$ cat src/rtl/rv_decode_pkg.sv
// Shared RV decode definitions: immediate format codes and major opcode values.
package rv_decode_pkg;

    typedef enum logic [2:0] {
        FMT_R   = 3'd0,
        FMT_I   = 3'd1,
        FMT_S   = 3'd2,
        FMT_B   = 3'd3,
        FMT_U   = 3'd4,
        FMT_J   = 3'd5,
        FMT_ILL = 3'd7
    } imm_fmt_t;

    localparam logic [6:0] OPC_OP_IMM    = 7'b0010011;
    localparam logic [6:0] OPC_LOAD      = 7'b0000011;
    localparam logic [6:0] OPC_JALR      = 7'b1100111;
    localparam logic [6:0] OPC_SYSTEM    = 7'b1110011;
    localparam logic [6:0] OPC_STORE     = 7'b0100011;
    localparam logic [6:0] OPC_BRANCH    = 7'b1100011;
    localparam logic [6:0] OPC_LUI       = 7'b0110111;
    localparam logic [6:0] OPC_AUIPC     = 7'b0010111;
    localparam logic [6:0] OPC_JAL       = 7'b1101111;
    localparam logic [6:0] OPC_OP        = 7'b0110011;
    localparam logic [6:0] OPC_OP_IMM_32 = 7'b0011011;
    localparam logic [6:0] OPC_OP_32     = 7'b0111011;

endpackage

$ cat src/rtl/imm_extract.sv
// Combinational instruction classifier: format code, sign-extended immediate
// and illegal flag for one 32-bit instruction word.
module imm_extract
    import rv_decode_pkg::*;
#(
    parameter int XLEN         = 32,
    parameter bit SUPPORT_RV64 = 1'b0
) (
    input  logic [31:0]     instr,
    output logic [XLEN-1:0] imm,
    output logic [2:0]      fmt,
    output logic            illegal
);

    logic signed [31:0] imm32;
    imm_fmt_t           fmt_sel;

    always_comb begin
        imm32   = '0;
        fmt_sel = FMT_ILL;
        illegal = 1'b1;
        // Compressed encodings (low bits != 11) fall through as illegal.
        if (instr[1:0] == 2'b11) begin
            case (instr[6:0])
                OPC_OP_IMM, OPC_LOAD, OPC_JALR, OPC_SYSTEM: begin
                    fmt_sel = FMT_I;
                    illegal = 1'b0;
                    imm32   = {{20{instr[31]}}, instr[31:20]};
                end
                OPC_OP_IMM_32: begin
                    if (SUPPORT_RV64) begin
                        fmt_sel = FMT_I;
                        illegal = 1'b0;
                        imm32   = {{20{instr[31]}}, instr[31:20]};
                    end
                end
                OPC_STORE: begin
                    fmt_sel = FMT_S;
                    illegal = 1'b0;
                    imm32   = {{20{instr[31]}}, instr[31:25], instr[11:7]};
                end
                OPC_BRANCH: begin
                    fmt_sel = FMT_B;
                    illegal = 1'b0;
                    imm32   = {{20{instr[31]}}, instr[7], instr[30:25], instr[11:8], 1'b0};
                end
                OPC_LUI, OPC_AUIPC: begin
                    fmt_sel = FMT_U;
                    illegal = 1'b0;
                    imm32   = {instr[31:12], 12'b0};
                end
                OPC_JAL: begin
                    fmt_sel = FMT_J;
                    illegal = 1'b0;
                    imm32   = {{12{instr[31]}}, instr[19:12], instr[20], instr[30:21], 1'b0};
                end
                OPC_OP: begin
                    fmt_sel = FMT_R;
                    illegal = 1'b0;
                end
                OPC_OP_32: begin
                    if (SUPPORT_RV64) begin
                        fmt_sel = FMT_R;
                        illegal = 1'b0;
                    end
                end
                default: ;
            endcase
        end
    end

    // imm32[31] always equals instr[31] for non-zero immediates, so widening
    // to 64 bits keeps sign extension anchored on the instruction sign bit.
    assign imm = XLEN'(imm32);
    assign fmt = fmt_sel;

endmodule

$ cat src/rtl/imm_decode_stage.sv
// Immediate-decode pipeline stage: imm_extract followed by an output register
// and a one-entry skid register so in_ready depends only on flop state.
module imm_decode_stage
    import rv_decode_pkg::*;
#(
    parameter int XLEN         = 32,
    parameter bit SUPPORT_RV64 = 1'b0
) (
    input  logic            clk,
    input  logic            reset,
    input  logic            flush,
    input  logic            in_valid,
    output logic            in_ready,
    input  logic [31:0]     in_instr,
    output logic            out_valid,
    input  logic            out_ready,
    output logic [31:0]     out_instr,
    output logic [XLEN-1:0] out_imm,
    output logic [2:0]      out_fmt,
    output logic            out_illegal
);

    // Handshake: a transfer happens on a rising edge where valid && ready are
    // both high; a producer holds valid and its data stable until it transfers,
    // and ready never depends combinationally on valid.

    logic [XLEN-1:0] dec_imm;
    logic [2:0]      dec_fmt;
    logic            dec_illegal;

    logic            skid_full;
    logic [31:0]     skid_instr;
    logic [XLEN-1:0] skid_imm;
    logic [2:0]      skid_fmt;
    logic            skid_illegal;

    logic            accept;
    logic            load_out;

    imm_extract #(
        .XLEN         (XLEN),
        .SUPPORT_RV64 (SUPPORT_RV64)
    ) u_extract (
        .instr   (in_instr),
        .imm     (dec_imm),
        .fmt     (dec_fmt),
        .illegal (dec_illegal)
    );

    assign in_ready = !skid_full;
    assign accept   = in_valid && in_ready;
    assign load_out = !out_valid || out_ready;

    always_ff @(posedge clk or posedge reset) begin
        if (reset) begin
            out_valid    <= 1'b0;
            out_instr    <= '0;
            out_imm      <= '0;
            out_fmt      <= FMT_R;
            out_illegal  <= 1'b0;
            skid_full    <= 1'b0;
            skid_instr   <= '0;
            skid_imm     <= '0;
            skid_fmt     <= FMT_R;
            skid_illegal <= 1'b0;
        end else if (flush) begin
            out_valid <= 1'b0;
            skid_full <= 1'b0;
        end else if (load_out) begin
            // A full skid blocks in_ready, so no new input competes with it here.
            if (skid_full) begin
                out_valid   <= 1'b1;
                out_instr   <= skid_instr;
                out_imm     <= skid_imm;
                out_fmt     <= skid_fmt;
                out_illegal <= skid_illegal;
                skid_full   <= 1'b0;
            end else begin
                out_valid <= accept;
                if (accept) begin
                    out_instr   <= in_instr;
                    out_imm     <= dec_imm;
                    out_fmt     <= dec_fmt;
                    out_illegal <= dec_illegal;
                end
            end
        end else if (accept) begin
            skid_full    <= 1'b1;
            skid_instr   <= in_instr;
            skid_imm     <= dec_imm;
            skid_fmt     <= dec_fmt;
            skid_illegal <= dec_illegal;
        end
    end

endmodule

$ cat config.mk
export PLATFORM = sky130hd
export DESIGN_NAME = imm_decode_stage
export DESIGN_NICKNAME = d
export VERILOG_FILES = /design/src/rtl/rv_decode_pkg.sv /design/src/rtl/imm_extract.sv /design/src/rtl/imm_decode_stage.sv
export SDC_FILE = /design/constraint.sdc
export NUM_CORES = 1
export LEC_CHECK = 0
export BUFFER_PORTS_ARGS = -buffer_cell sky130_fd_sc_hd__clkbuf_2
export CORE_MARGIN = 1
export CORE_UTILIZATION = 26
export CTS_CLUSTER_SIZE = 25
export DETAILED_ROUTE_END_ITERATION = 10
export PLACE_DENSITY_LB_ADDON = 0.05
export SYNTH_ARGS = -nofsm -noshare
export SYNTH_HDL_FRONTEND = slang
export SYNTH_SLANG_ARGS = --single-unit
export TNS_END_PERCENT = 10
$ cat constraint.sdc
create_clock -name clk -period 5.7 [get_ports clk]
set_input_delay 0.57 -clock clk [delete_from_list [all_inputs] [get_ports clk]]
set_output_delay 0.57 -clock clk [all_outputs]
set_load 0.03 [all_outputs]
==> results.cfg <==
[synth]
synth_nets = 688
async_reset_ff_share_pct = 100
mappedNetlistArea_um2 = 6150
synth-edff-count = 0
ys_seq_elements = 138
ys_types = 46
avgSynthCellArea_um2 = 9.45
synth_top_flop_cell = dfrtp_1
synthCells = 651
yosys_warnings = 0
yosysSeqAreaShare_pct = 56.2

[finish]
drive_above_1_share_pct = 21.4
mostFrequentLayoutCells = 157 x nand2_1, 137 x dfrtp_1, 106 x clkbuf_2
post-route-cell-area_um2 = 7570
seqCellArea_um2 = 3450
layout_commonest_cell = nand2_1
areaGrowthSynthToFinish_pct = 23.1
insertedDiodeCount = 0
fillers = 2399
multi_input_area_um2 = 2470
num-nets-final = 775

[clock_network]
cts.sinks = 138
cts_tree = yes
path_clk_slew_ns = 0.06
holdBufCountCts = 0
post-cts-setup-buffers = 0
htreeDepth = 4
cts_buffer_depth = 2
post_cts_resized = 0
cts_buffers = 17
clock_latency_ns = 0.42
root_buffer = clkbuf_16

[detailed_routing]
ant_nets = 0
drcViolationCount = 0
first_iter_violations = 254
totalWireLength_um = 18600
first_pass_iters = 4
avgRoutedWirePerCell_um = 17.5
vias = 4982
via_per_inst = 4.68

[sta]
slew_violations = 0
setup_viol = 0
tns_ns = 0
tightest_slew_ns = 1.29
clock_skew_ns = 0.0104
min_period_ns = 2.90
finalHoldViolCount = 0
slew_headroom_pct = 13.8
finalCritPeriodShare_pct = 50.9
max_freq_ghz = 0.345
rsz0062_at_grt = no

[die]
die_area_um2 = 24300
die_w_um = 156
row_count = 55
io_pins = 107
core_um2 = 22900
start_util_pct = 26.8
dieHeight_um = 156

[placed_design]
postPlaceCellArea_um2 = 6930
io_buffers = 106
hpwl_um = 12300
place.gp.congestion = 0.722

[global_route]
track_usage_pct = 16.3
grt-ovfl-total = 0
grt_pass1_wl_um = 29800
antenna_found_initial = 0
grt_pass1_vias = 5063
grt_max_degree = 85

[setup_path]
path_class = flop to flop
crit_fanout = 39
crit_path_start_kind = flop
path_cells = nor2b_1 > and2_2 > buf_4 > nor2_1 > a31oi_1
max_stage_delay_ns = 1.00
slowest_stage = nor2b_1
cp.arrival_ns = 3.25
end_kind = flop
crit_required_ns = 6.04

[run_status]
status = completed

[power]
leakagePower_nw = 3.35
vdd_ir_drop_max_mv = 0.136
pwr_density_cell_nw_per_um2 = 393

[worst_hold_path]
hold_path.class = input port to asynchronous set/reset pin

[job]
maxCapViolations = 0
[kinds of logic after synthesis]
kind of cell	synth area share (%)
AOI/OAI and AO/OA	13.8
buffers and inverters	3.70
DFF	56.2
muxes	5.53
and+or+nand+nor	20.9
[Yosys cell counts (all sizes together) (2+ instances only)]
cell | count | area (um2)
and2 | 2 | 12.5
nor2b | 3 | 18.8
nor3b | 2 | 20.0
or2 | 3 | 18.8
nand2b | 4 | 25.0
dfrtp | 138 | 3450
nor3 | 25 | 136
inv | 2 | 7.51
nor2 | 58 | 220
and3 | 2 | 12.5
a21oi | 38 | 190
a211oi | 20 | 155
o21ai | 49 | 245
a22o | 7 | 61.3
nor4 | 5 | 31.3
nand3 | 13 | 65.1
a31oi | 15 | 100
buf | 31 | 160
o21bai | 5 | 37.5
nand2 | 158 | 593
nor4b | 6 | 52.6
clkbuf | 15 | 56.3
mux2i | 34 | 340
o211ai | 2 | 15.0
or3 | 2 | 12.5
[worst paths after layout]
path                                  end  cells after the start  slack [ns]            from
max in group asynchronous      out_fmt[2]                      3        4.10           reset
setup reg to reg             skid_imm[11]                      5        2.80       out_valid
hold / removal               out_instr[0]                      2        0.27           reset
min in group clk           skid_instr[13]                      3        0.37    in_instr[13]
hold reg to reg            skid_instr[25]                      2        0.47  skid_instr[25]
setup / recovery             skid_imm[11]                      5        2.80       out_valid
[power breakdown]
group / internal [mW] / switching, mW / leakage [nW]
Sequential: 1.16 / 0.0991 / 1.71
Combinational: 0.160 / 0.354 / 1.34
Clock: 0.760 / 0.447 / 0.306
[sequential cells by signal, indices dropped and copies added, names as in the netlist]
name and count:
skid_instr 32, out_illegal 1, skid_fmt 3, out_imm 32
skid_imm 32, skid_full 1, skid_illegal 1, out_valid 1
out_fmt 3, out_instr 32
[routing by layer]
| layer | part of all wire [%] | track usage (%) |
|---|---|---|
| met1 | 49 | 23.0 |
| met3 | 4.4 | 3.28 |
| met5 | 0 | 0 |
| met2 | 45 | 25.0 |
| met4 | 1.3 | 5.00 |
[worst max-delay path, delay by kind of cell, from the launching register on]
kind,cells,cell delay (ns)
compound gates,1,0.14
buf+inv,1,0.50
simple gates,3,1.80
flops,1,0.36
[cell type report]
class	instances	share of cell area, %
inverter	3	0.215
clock inverter	13	2.53
sequential	138	45.6
tap	313	5.17
timing repair buffer	114	7.80
multi-input combinational	464	32.7
clock buffer	19	5.98
[per-stage QoR]
stage          utilization [%]  hold slack [ns]  setup slack, ns  std cells  power (mW)
3_5_place_dp              30.2            0.463             2.45       1032        1.80
5_1_grt                   33.0            0.349             2.55       1064        3.14
6_report                  33.0            0.269             2.80       1064        2.98
4_1_cts                   33.0            0.336             2.75       1064        3.02
2_1_floorplan                -            0.445             1.43        651        1.61
3_3_place_gp              30.2            0.458             2.54       1032        1.79
Power figures use the tool's default switching activity.
